**config.mk**
```make
export PLATFORM = sky130hd
export DESIGN_NAME = muldiv_unit_flat
export DESIGN_NICKNAME = d
export VERILOG_FILES = /design/src/rtl/muldiv_if.sv /design/src/rtl/muldiv_unit.sv /design/src/flat_wrapper.sv
export SDC_FILE = /design/constraint.sdc
export NUM_CORES = 1
export LEC_CHECK = 0
export ABC_AREA = 1
export BUFFER_PORTS_ARGS = -buffer_cell sky130_fd_sc_hd__clkbuf_2
export CAP_MARGIN = 20
export CORE_ASPECT_RATIO = 1.2
export CORE_MARGIN = 5
export CORE_UTILIZATION = 30
export DETAILED_ROUTE_END_ITERATION = 10
export GPL_TIMING_DRIVEN = 1
export PLACE_DENSITY = 0.45
export SYNTH_ARGS = -nofsm -noshare
export SYNTH_HDL_FRONTEND = slang
export SYNTH_SLANG_ARGS = --single-unit
```
**constraint.sdc**
```tcl
create_clock -name clk -period 4.5 [get_ports clk]
set_clock_uncertainty 0.1 [all_clocks]
set_input_delay 0.9 -clock clk [delete_from_list [all_inputs] [get_ports clk]]
set_output_delay 0.9 -clock clk [all_outputs]
set_load 0.02 [all_outputs]
```
**src/rtl/muldiv_if.sv**
```systemverilog
// Request/response bundle between the EX stage and the multiply/divide unit.
interface muldiv_if #(
    parameter int unsigned XLEN = 32
);
    logic            start;
    logic [2:0]      op;
    logic [XLEN-1:0] rs1;
    logic [XLEN-1:0] rs2;
    logic            flush;
    logic            busy;
    logic            done;
    logic [XLEN-1:0] result;

    modport master (
        output start, op, rs1, rs2, flush,
        input  busy, done, result
    );

    modport slave (
        input  start, op, rs1, rs2, flush,
        output busy, done, result
    );
endinterface

```
**src/rtl/muldiv_unit.sv**
```systemverilog
// Iterative RV32M multiply/divide unit: radix-2 shift-add multiply and
// restoring divide on operand magnitudes, fixed latency for every op.
module muldiv_unit #(
    parameter int unsigned XLEN = 32
) (
    input  logic     clk,
    input  logic     rst_n,
    muldiv_if.slave  bus
);
    localparam int unsigned CW = $clog2(XLEN) + 1;
    localparam int unsigned DW = 2 * XLEN;

    typedef enum logic [1:0] {
        S_IDLE = 2'd0,
        S_CALC = 2'd1,
        S_DONE = 2'd2
    } state_t;

    state_t          state_q, state_d;
    logic [CW-1:0]   count_q, count_d;
    logic            prep_q, prep_d;
    logic [2:0]      op_q, op_d;
    logic [XLEN-1:0] rs1_q, rs1_d;
    logic [XLEN-1:0] rs2_q, rs2_d;
    logic [DW-1:0]   a_q, a_d;
    logic [DW-1:0]   acc_q, acc_d;
    logic [XLEN-1:0] b_q, b_d;
    logic            busy_q, busy_d;
    logic            done_q, done_d;
    logic [XLEN-1:0] result_q, result_d;

    // Decode / datapath signals
    logic            is_div;
    logic            a_signed, b_signed, a_neg, b_neg;
    logic [XLEN-1:0] a_mag, b_mag;
    logic [DW-1:0]   mul_acc_step, mul_a_step;
    logic [XLEN-1:0] mul_b_step;
    logic [XLEN:0]   rem_sh, divisor_ext, div_rem_step;
    logic            div_ge;
    logic [XLEN-1:0] div_q_step;
    logic [DW-1:0]   prod_fin;
    logic [XLEN-1:0] quo_fin, rem_fin;
    logic            div_zero, div_ovf;
    logic [XLEN-1:0] final_res;
    logic            accept;

    localparam logic [XLEN-1:0] MIN_NEG = {1'b1, {(XLEN-1){1'b0}}};

    // Operand sign handling and magnitudes from the latched request
    always_comb begin
        is_div   = op_q[2];
        a_signed = (op_q == 3'b001) || (op_q == 3'b010) || (op_q == 3'b100) || (op_q == 3'b110);
        b_signed = (op_q == 3'b001) || (op_q == 3'b100) || (op_q == 3'b110);
        a_neg    = a_signed && rs1_q[XLEN-1];
        b_neg    = b_signed && rs2_q[XLEN-1];
        a_mag    = a_neg ? (~rs1_q + XLEN'(1)) : rs1_q;
        b_mag    = b_neg ? (~rs2_q + XLEN'(1)) : rs2_q;
        div_zero = (rs2_q == '0);
        div_ovf  = ((op_q == 3'b100) || (op_q == 3'b110)) && (rs1_q == MIN_NEG) && (rs2_q == '1);
    end

    // One iteration of shift-add multiply and restoring divide
    always_comb begin
        mul_acc_step = b_q[0] ? (acc_q + a_q) : acc_q;
        mul_a_step   = a_q << 1;
        mul_b_step   = b_q >> 1;
        rem_sh       = {acc_q[XLEN-1:0], b_q[XLEN-1]};
        divisor_ext  = {1'b0, a_q[XLEN-1:0]};
        div_ge       = (rem_sh >= divisor_ext);
        div_rem_step = div_ge ? (rem_sh - divisor_ext) : rem_sh;
        div_q_step   = {b_q[XLEN-2:0], div_ge};
    end

    // Sign fix-up and special-case selection applied on the final iteration
    always_comb begin
        prod_fin = (a_neg ^ b_neg) ? (~mul_acc_step + DW'(1)) : mul_acc_step;
        quo_fin  = (a_neg ^ b_neg) ? (~div_q_step + XLEN'(1)) : div_q_step;
        rem_fin  = a_neg ? (~div_rem_step[XLEN-1:0] + XLEN'(1)) : div_rem_step[XLEN-1:0];
        unique case (op_q)
            3'b000:                 final_res = prod_fin[XLEN-1:0];
            3'b001, 3'b010, 3'b011: final_res = prod_fin[DW-1:XLEN];
            3'b100, 3'b101:         final_res = div_zero ? '1 : (div_ovf ? MIN_NEG : quo_fin);
            default:                final_res = div_zero ? rs1_q : (div_ovf ? '0 : rem_fin);
        endcase
    end

    // Next-state, datapath and output control
    always_comb begin
        state_d  = state_q;
        count_d  = count_q;
        prep_d   = prep_q;
        op_d     = op_q;
        rs1_d    = rs1_q;
        rs2_d    = rs2_q;
        a_d      = a_q;
        acc_d    = acc_q;
        b_d      = b_q;
        busy_d   = busy_q;
        done_d   = 1'b0;
        result_d = result_q;

        accept = bus.start && !bus.flush && ((state_q == S_IDLE) || (state_q == S_DONE));

        unique case (state_q)
            S_IDLE, S_DONE: begin
                state_d = S_IDLE;
                if (accept) begin
                    state_d = S_CALC;
                    count_d = '0;
                    prep_d  = 1'b1;
                    op_d    = bus.op;
                    rs1_d   = bus.rs1;
                    rs2_d   = bus.rs2;
                end
            end
            S_CALC: begin
                if (prep_q) begin
                    // Load magnitudes: divide keeps divisor in a, dividend/quotient in b
                    prep_d = 1'b0;
                    busy_d = 1'b1;
                    acc_d  = '0;
                    a_d    = is_div ? DW'(b_mag) : DW'(a_mag);
                    b_d    = is_div ? a_mag : b_mag;
                end else begin
                    count_d = count_q + CW'(1);
                    if (is_div) begin
                        acc_d = {{(DW-XLEN-1){1'b0}}, div_rem_step};
                        b_d   = div_q_step;
                    end else begin
                        acc_d = mul_acc_step;
                        a_d   = mul_a_step;
                        b_d   = mul_b_step;
                    end
                    if (count_q == CW'(XLEN - 1)) begin
                        state_d  = S_DONE;
                        busy_d   = 1'b0;
                        done_d   = 1'b1;
                        result_d = final_res;
                    end
                end
            end
            default: begin
                state_d = S_IDLE;
                busy_d  = 1'b0;
            end
        endcase

        // Squash wins over everything, including a same-cycle start
        if (bus.flush) begin
            state_d  = S_IDLE;
            prep_d   = 1'b0;
            busy_d   = 1'b0;
            done_d   = 1'b0;
            result_d = result_q;
        end
    end

    // State and datapath registers
    always_ff @(posedge clk or negedge rst_n) begin
        if (!rst_n) begin
            state_q  <= S_IDLE;
            count_q  <= '0;
            prep_q   <= 1'b0;
            op_q     <= '0;
            rs1_q    <= '0;
            rs2_q    <= '0;
            a_q      <= '0;
            acc_q    <= '0;
            b_q      <= '0;
            busy_q   <= 1'b0;
            done_q   <= 1'b0;
            result_q <= '0;
        end else begin
            state_q  <= state_d;
            count_q  <= count_d;
            prep_q   <= prep_d;
            op_q     <= op_d;
            rs1_q    <= rs1_d;
            rs2_q    <= rs2_d;
            a_q      <= a_d;
            acc_q    <= acc_d;
            b_q      <= b_d;
            busy_q   <= busy_d;
            done_q   <= done_d;
            result_q <= result_d;
        end
    end

    assign bus.busy   = busy_q;
    assign bus.done   = done_q;
    assign bus.result = result_q;
endmodule

```
**src/flat_wrapper.sv**
```systemverilog
// flat-port wrapper written by rule: the top's interface ports become plain ports
module muldiv_unit_flat 
#(
    parameter int unsigned XLEN = 32
)
  (clk, rst_n, bus_start, bus_op, bus_rs1, bus_rs2, bus_flush, bus_busy, bus_done, bus_result);
  muldiv_if #(.XLEN(XLEN)) bus_i ();
  input  logic clk;
  input  logic rst_n;
  input wire logic [$bits(bus_i.start)-1:0] bus_start;
  input wire logic [$bits(bus_i.op)-1:0] bus_op;
  input wire logic [$bits(bus_i.rs1)-1:0] bus_rs1;
  input wire logic [$bits(bus_i.rs2)-1:0] bus_rs2;
  input wire logic [$bits(bus_i.flush)-1:0] bus_flush;
  output wire logic [$bits(bus_i.busy)-1:0] bus_busy;
  output wire logic [$bits(bus_i.done)-1:0] bus_done;
  output wire logic [$bits(bus_i.result)-1:0] bus_result;
  assign bus_i.start = bus_start;
  assign bus_i.op = bus_op;
  assign bus_i.rs1 = bus_rs1;
  assign bus_i.rs2 = bus_rs2;
  assign bus_i.flush = bus_flush;
  assign bus_busy = bus_i.busy;
  assign bus_done = bus_i.done;
  assign bus_result = bus_i.result;
  muldiv_unit #(.XLEN(XLEN)) u_core (.clk(clk), .rst_n(rst_n), .bus(bus_i));
endmodule
```
### Yosys cells after proc, flatten, opt, wreduce, memory -nomap -nowiden

Cells that the tools add are included.

* add/sub/neg operators: 8
* order comparisons: 1
* eq/ne operators: 19
* mux-type cells: 39
* bitwise gates (word level): 8
* reductions and logical operators: 29

Operators by type and width (number)
* 32-bit two-way mux: 12
* 64-bit two-way mux: 6
* 32-bit by 1-bit adder with 32-bit output (second input constant): 4
* 32-bit NOT: 4
* 32-bit one-hot mux with 3 select lines: 1
* 64-bit by 1-bit adder with 64-bit output (second input constant): 1
* 64-bit adder: 1
* 32-bit == test (second input constant): 2
* 64-bit NOT: 1
* 33-bit by 32-bit >= comparator with 1-bit output: 1
* 33-bit two-way mux: 1
* 33-bit by 32-bit subtractor with 33-bit output: 1
* 32-bit logical NOT: 1
* 6-bit two-way mux: 2
* 6-bit one-hot mux with 2 select lines: 1
* 1-bit two-way mux: 10
* 2-bit AND reduction: 5
* 3-bit == test (second input constant): 3
* 1-bit logical OR: 7
* 6-bit by 1-bit adder with 6-bit output (second input constant): 1
* 3-bit by 2-bit == test with 1-bit output (second input constant): 2
* 6-bit by 5-bit == test with 1-bit output (second input constant): 1
* 1-bit logical AND: 6
* 2-bit two-way mux: 3
* 21 further kinds: 27

* flip-flop bits (word level): 270
* input port bits: 71
* output and inout bits: 34
* logic and storage cells: 116

### Depth between registers and ports, before layout

Gate-level depths: netlist of run 1.

* depth after elaboration: 10
* mapped depth: 30
* gate-level depth less buffers: 30

### Least setup slack after synthesis of run 1

Ideal clock, no wire load.

* kind: reg2reg
* from: register u_core.acc_q[21]
* to: register u_core.result_q[26] (netlist: u_core.bus.result[26])
* arrival time: 3.678 ns
* path slack: 0.605 ns
* cell stages (with the launch flop): 26
* buffers on the path: 1
* cells stage by stage: dfrtp_1 > ha_1 > a21oi_1 > o21ai_2 > a21oi_4 > nor2_2 > nor2_8 > nand2_8 > buf_12 > inv_4 > ha_1 > nand3_1 > nor3_1 > nand2_1 > nor3_1 > nand4_1 > nor2_1 > nor2_1 > a21oi_1 > o21ai_1 > xor2_1 > o21ai_1 > a21oi_1 > nand2_1 > nand2_1 > nand2_1

* word-level cells in the longest chain between the ends: 8
* elaborated cells between the ends (all ways): 19
* classes of those cells: add/sub: 5; order compare: 1; mux: 10; bitwise: 3

Ends and longest elaborated chain
* start: declaration: RTL line muldiv_unit.sv:26 `logic [DW-1:0] acc_q, acc_d;`
* start signal: assignment: RTL line muldiv_unit.sv:168 `acc_q <= '0;`
* start signal: assignment: RTL line muldiv_unit.sv:181 `acc_q <= acc_d;`
* branches (longest 7 deep; another with 64-bit adder)
* 32-bit one-hot mux with 3 select lines (*): RTL line muldiv_unit.sv:79 `unique case (op_q)`
* end signal: assignment: RTL line muldiv_unit.sv:185 `result_q <= result_d;`
* end: declaration: RTL line muldiv_unit.sv:30 `logic [XLEN-1:0] result_q, result_d;`

Every way passes the cells marked *.
A chain may end at the register's enable or synchronous reset.

### Worst setup path in the final report of run 1

* from: register u_core.acc_q[4]
* to: register u_core.result_q[4] (netlist: u_core.bus.result[4])

* word-level cells in the longest chain between the ends: 8
* elaborated cells between the ends (all ways): 18
* classes of those cells: add/sub: 4; order compare: 1; mux: 10; bitwise: 3

Ends and longest elaborated chain (RTL line)
* branches (longest 7 deep; another with 64-bit adder)
* 32-bit one-hot mux with 3 select lines (*): muldiv_unit.sv:79

Marked as above.

==> results.cfg, run 1 <==
[cts]
htreeDepth = 2
cts.path.max_buffers = 3
cts.sinks = 270
hold_buffers = 0
cts_tree = yes
cts_setup_buffers = 0
path_clk_slew_ns = 0.06
cts-root-buf = clkbuf_16
clkLatencyLatePin_ns = 0.60
post_cts_resized = 0
numCtsBuffers = 40

[route]
num_vias = 31900
routed_wl_um = 144000
ant_nets = 0
wl_per_cell_um = 23.1
drt-pass1-iter-count = 6
drc = 0
drt_iter0_markers = 2739
via_per_inst = 5.13

[job]
max_cap_violations = 0

[pwr]
ir_worst_vdd_v = 0.000321
p_leak_nw = 17.2
pwr_density_cell_mw_per_mm2 = 865
p_total_mw = 27.9

[placement]
gp_congestion = 0.985
postPlaceCellArea_sq_mm = 0.0307
portBuffers = 104
dpl.cell_count = 6145
dp_hpwl_um = 118000

[floorplan]
core_area_sq_mm = 0.0922
fp.dieH_um = 344
io_pins = 105
start_util = 0.302
chipWidth_um = 288
placementRows = 122
dieArea_sq_mm = 0.0990

[critical_path]
regToRegSetupSlack_ns = 0.12
cp.arrival_ns = 4.77
cp_max_fo = 4
worstSetupPathType = register to register
required_ns = 4.89
endpoint_kind = register
crit_path_start_kind = register

[layout]
instances_no_fill = 6219
fin_util = 0.350
drive_above_1_share = 0.0979
nNetsFinal = 5123
areaGrowthSynthToFinish_pct = 15.8
postLayoutCellArea_sq_mm = 0.0322
fill_cells = 10500

[synth]
yosysTopAreaCellShare = 0.243
yosys_warnings = 0
syn_nets = 4952
avgSynthCellArea_sq_um = 5.83
ys_ff_latch = 270
ys_top_cells_by_count = 1633 x nand2_1, 754 x inv_1, 383 x nor2_1
yosys-top-cells-area = dfrtp_1 24%, nand2_1 22%, inv_1 10%
yosysTopAreaCell = dfrtp_1
synthMostInstantiatedCell = nand2_1
synth-edff-count = 0
seq_area_frac_synth = 0.243
synth_cell_type_count = 61
synthesis.area_sq_mm = 0.0278
synth_ff_type = dfrtp_1
synthCells = 4777
async_flop_share = 1.00

[timing]
post-route-min-period_ns = 4.38
final-setup-viol-count = 0
worst_pin_slew_ns = 1.12
fmax_mhz = 228
period_share = 0.974
slew_headroom = 0.254
final-hold-violation-count = 0
finalMaxSlewViolations = 0

[global_route]
grt_use_total = 0.282
grt_max_degree = 111
grt_pass1_vias = 31500
grt_first_pass_wirelength_um = 208000
grt_overflow_total = 0
antenna_found_initial = 4

[status]
status = finished, final reports clean

[min_path]
min_path_type = input port to async pin
==> cell type report <==
class	count	area (sq um)	share of cell area
diodes	2	5.00	0.000155
flip-flops and latches	270	6760	0.210
repair buffers	282	1980	0.0614
clock inverters	19	294	0.00912
clock buffers	52	1110	0.0343
well taps	1240	1550	0.0481
multi-input cells	3583	17600	0.547
inverters	771	2900	0.0899
==> flip-flops by register name, summed over array words and instances, names as in the netlist <==
signal	count
u_core.b_q	32
u_core.prep_q	1
u_core.state_q	2
u_core.a_q	64
u_core.bus.result	32
u_core.count_q	6
u_core.bus.done	1
u_core.acc_q	64
u_core.bus.busy	1
u_core.rs1_q	32
u_core.op_q	3
u_core.rs2_q	32
==> worst max-delay path, cell delays in order, from the launching register on <==
cell	delay, ns
dfrtp_1	0.38
buf_4	0.16
ha_1	0.38
nand2_1	0.23
inv_1	0.11
nand2_1	0.12
nand2_1	0.07
nand2_1	0.07
nand3_1	0.26
nand2_1	0.17
nand2_1	0.07
nand2_1	0.06
nand3_1	0.22
nand2_2	0.24
buf_4	0.14
nand3_1	0.14
nor3_1	0.31
nand3_1	0.16
nor2_2	0.21
inv_1	0.08
nand2_1	0.11
nand2_1	0.07
nand3_1	0.17
nand2_1	0.07
nand3_1	0.10
nand2_1	0.06
==> power by group <==
group | leakage (nW) | switching, mW | internal [mW]
Clock | 0.679 | 1.38 | 2.10
Combinational | 13.1 | 14.4 | 6.21
Sequential | 3.47 | 0.720 | 3.10
Total | 17.2 | 16.5 | 11.4
==> routing by layer <==
metal,vias up,GRT usage,wire length (um)
met3,286,0.0364,7380
met2,999,0.489,68800
met1,15000,0.338,57700
met4,6,0.156,9680
met5,-,0,51
li1,15600,-,-
==> cells by family (layout without fill, tap and decap cells) <==
logic type,count (synthesis),count (layout),synth area share
AOI/OAI and AO/OA,745,745,0.154
xor gates and xnor gates,112,112,0.0352
buffers and inverters,924,1124,0.128
DFF,270,270,0.243
and+or+nand+nor,2622,2622,0.393
adders and majority gates,104,104,0.0473
other,0,2,0
==> final timing paths <==
| kind | start | to | cells past startpoint |
|---|---|---|---|
| max in group asynchronous | rst_n | u_core.rs1_q[18]$_DFFE_PN0P_ | 2 |
| min in group clk | u_core.bus.result[18]$_DFFE_PN0P_ | u_core.bus.result[18]$_DFFE_PN0P_ | 2 |
| setup reg to reg | u_core.acc_q[4]$_DFFE_PN0P_ | u_core.bus.result[4]$_DFFE_PN0P_ | 25 |
| hold / removal | rst_n | u_core.a_q[25]$_DFFE_PN0P_ | 1 |
| setup / recovery | u_core.acc_q[4]$_DFFE_PN0P_ | u_core.bus.result[4]$_DFFE_PN0P_ | 25 |
| hold reg to reg | u_core.bus.result[18]$_DFFE_PN0P_ | u_core.bus.result[18]$_DFFE_PN0P_ | 2 |
==> placed cells by master (no fill, tap or decap), types with 28 or more instances in the layout <==
| cell type | netlist | final |
|---|---|---|
| o21ai_0 | 257 | 255 |
| xor2_1 | 110 | 110 |
| buf_4 | 3 | 170 |
| nor2_2 | 22 | 28 |
| nand2_1 | 1633 | 1627 |
| nor3_1 | 53 | 50 |
| nand2_2 | 36 | 42 |
| inv_1 | 754 | 751 |
| o211ai_1 | 29 | 29 |
| clkbuf_16 | 0 | 42 |
| nand3_1 | 364 | 361 |
| nor2_1 | 383 | 373 |
| clkbuf_2 | 0 | 103 |
| ha_1 | 102 | 98 |
| o22ai_1 | 90 | 90 |
| a21oi_1 | 233 | 230 |
| dfrtp_1 | 270 | 267 |
| nand4_1 | 67 | 67 |
==> metrics by stage <==
stage | worst slack (ns) | hold WS (ns) | TNS [ns]
detailed placement | 0.0240 | 0.376 | 0
global placement | 0.0372 | 0.370 | 0
floorplan | 0.605 | 0.372 | 0
CTS | 0.0635 | 0.272 | 0
finish | 0.118 | 0.259 | 0
global route | -0.000245 | 0.314 | -0.000245
Note: power is estimated with default switching activity, not from simulation.
==> inputs of run 2 (changes only) <==
Settings changed: SETUP_SLACK_MARGIN from default to 0.3.
==> run 2 against run 1 <==
- register-to-register slack better by 0.29 ns
- cell area grew 3.2%
- non-clock buffer count increased by 21
- sequential power up 2%
- cell count increased by 0.32%
- critical path type unchanged
- largest power group unchanged
- highest routed layer unchanged
==> results.cfg, run 2 (synthesis results as in run 1) <==
[timing]
grt_setup_unrepaired = true
worst_pin_slew_ns = 1.14
finalMaxSlewViolations = 0
slew_headroom = 0.237
final-hold-violation-count = 0
timing.setup.tns_ns = 0
period_share = 0.910
fmax_mhz = 244
post-route-min-period_ns = 4.09
final-setup-viol-count = 0

[floorplan]
dieArea_sq_mm = 0.0990
chipWidth_um = 288
core_area_sq_mm = 0.0922
fp.dieH_um = 344
placementRows = 122
io_pins = 105
start_util = 0.302

[critical_path]
reg2reg_depth = 25
crit_path_start_kind = register
endpoint = u_core.bus.result[4]$_DFFE_PN0P_
worstSetupPathType = register to register
endpoint_kind = register
worstReg2RegEnd = u_core.bus.result[4]$_DFFE_PN0P_
regToRegSetupSlack_ns = 0.41
cpMostUsedCell = nand2_1
slowest_stage = dfrtp_1
cp.arrival_ns = 4.48
cp_max_fo = 4
crit_start = u_core.acc_q[4]$_DFFE_PN0P_
required_ns = 4.89
cpPeakStageDelay_ns = 0.41
rr_startpoint = u_core.acc_q[4]$_DFFE_PN0P_

[cts]
hold_buffers = 0
cts.path.max_buffers = 3
cts-root-buf = clkbuf_16
path_clk_slew_ns = 0.06
numCtsBuffers = 40
cts_tree = yes
clkLatencyLatePin_ns = 0.60
htreeDepth = 2
cts.sinks = 270

[layout]
top_regs = u_core.a_q: 64 flops, u_core.acc_q: 64 flops
antenna_cells = 0
final_cell_mix = 1589 x nand2_1, 725 x inv_1, 347 x nand3_1, 345 x nor2_1, 263 x dfrtp_1
drive_above_1_share = 0.137
final_common_cell = nand2_1
nNetsFinal = 5145
areaGrowthSynthToFinish_pct = 19.6
instances_no_fill = 6239

[placement]
dpl.cell_count = 6145
dp_hpwl_um = 118000
portBuffers = 104
gp_congestion = 0.985

[route]
routed.top_layer = met5
wl_per_cell_um = 23.2
num_vias = 32300
drt_iter0_markers = 2682
via_per_inst = 5.17
drt-pass1-iter-count = 6
drt-met1-wl_um = 58300
routed_wl_um = 145000
routed-wl-met3_um = 7500
drc = 0
met2WireLength_um = 69000
ant_nets = 0

[global_route]
antenna_found_initial = 7
grt_pass1_vias = 31500
grt_first_pass_wirelength_um = 209000
grt_max_degree = 111
grt_overflow_total = 0
grt_use_total = 0.282

[min_path]
min_path_type = input port to async pin

[pwr]
p_leak_nw = 17.3
pwr_density_cell_mw_per_mm2 = 879
ir_worst_vdd_v = 0.000305

[job]
max_cap_violations = 0

[status]
status = finished, final reports clean
==> run 2: cell count changes in the layout (fill, tap and decap cells not counted), sizes merged <==
cell	change
diode	-2
clkinvlp	+2
inv	-1
buf	+21
==> run 2: area by class of cell <==
cell class	instances	area [sq um]
multi-input combinational	3583	18500
timing repair buffer	303	2140
clock inverter	19	294
clock buffer	52	1110
fill	10500	58900
inverter	771	2900
timing repair inverter	1	7.51
sequential	270	6770
tap	1240	1550
==> run 2: worst min-delay path by stage <==
stage | start | to | slack, ns | cells past startpoint
after floorplan | u_core.a_q[63]$_DFFE_PN0P_ | u_core.a_q[63]$_DFFE_PN0P_ | 0.37 | 2
after global placement | u_core.bus.result[2]$_DFFE_PN0P_ | u_core.bus.result[2]$_DFFE_PN0P_ | 0.37 | 2
after detailed placement | u_core.bus.result[18]$_DFFE_PN0P_ | u_core.bus.result[18]$_DFFE_PN0P_ | 0.38 | 2
after CTS | rst_n | u_core.acc_q[34]$_DFFE_PN0P_ | 0.27 | 1
after global routing | rst_n | u_core.a_q[25]$_DFFE_PN0P_ | 0.32 | 1
final | rst_n | u_core.a_q[25]$_DFFE_PN0P_ | 0.26 | 1
==> run 2: worst max-delay path: cells and delay by family, from the launching register on <==
kind	cells	cell delay (ns)
buffers and inverters	4	0.48
adder cells (fa/ha/maj)	1	0.27
flip-flops	1	0.41
AND/OR/NAND/NOR	19	2.53
AO/OA/AOI/OAI	1	0.22
==> run 2: per-layer routing <==
layer  global-route usage  vias up
met5                    0        -
met4                0.154       10
met3               0.0357      301
met2                0.490     1083
met1                0.339    15200
li1                     -    15600
==> run 2: power breakdown <==
| group | switching [mW] | total [mW] | internal (mW) |
|---|---|---|---|
| Clock | 1.39 | 3.48 | 2.10 |
| Sequential | 0.807 | 3.91 | 3.10 |
| Combinational | 14.9 | 21.9 | 6.96 |
| Total | 17.1 | 29.3 | 12.2 |
==> run 2: per-stage QoR <==
step	cell area, sq um	util	worst slack (ns)	hold WS, ns	power, mW
floorplan	27800	-	0.605	0.372	15.7
global placement	30700	0.333	0.0372	0.370	24.0
detailed placement	30700	0.333	0.0240	0.376	23.9
CTS	32200	0.349	0.259	0.272	27.6
global route	33300	0.361	0.249	0.318	31.1
finish	33300	0.361	0.405	0.261	29.3
==> run 2: repair_timing <==
action	in CTS	in global routing
gates resized for setup	16	238
buffers inserted	0	21
endpoints found under the setup margin	25	32
pin swaps	1	28
gates cloned	0	2
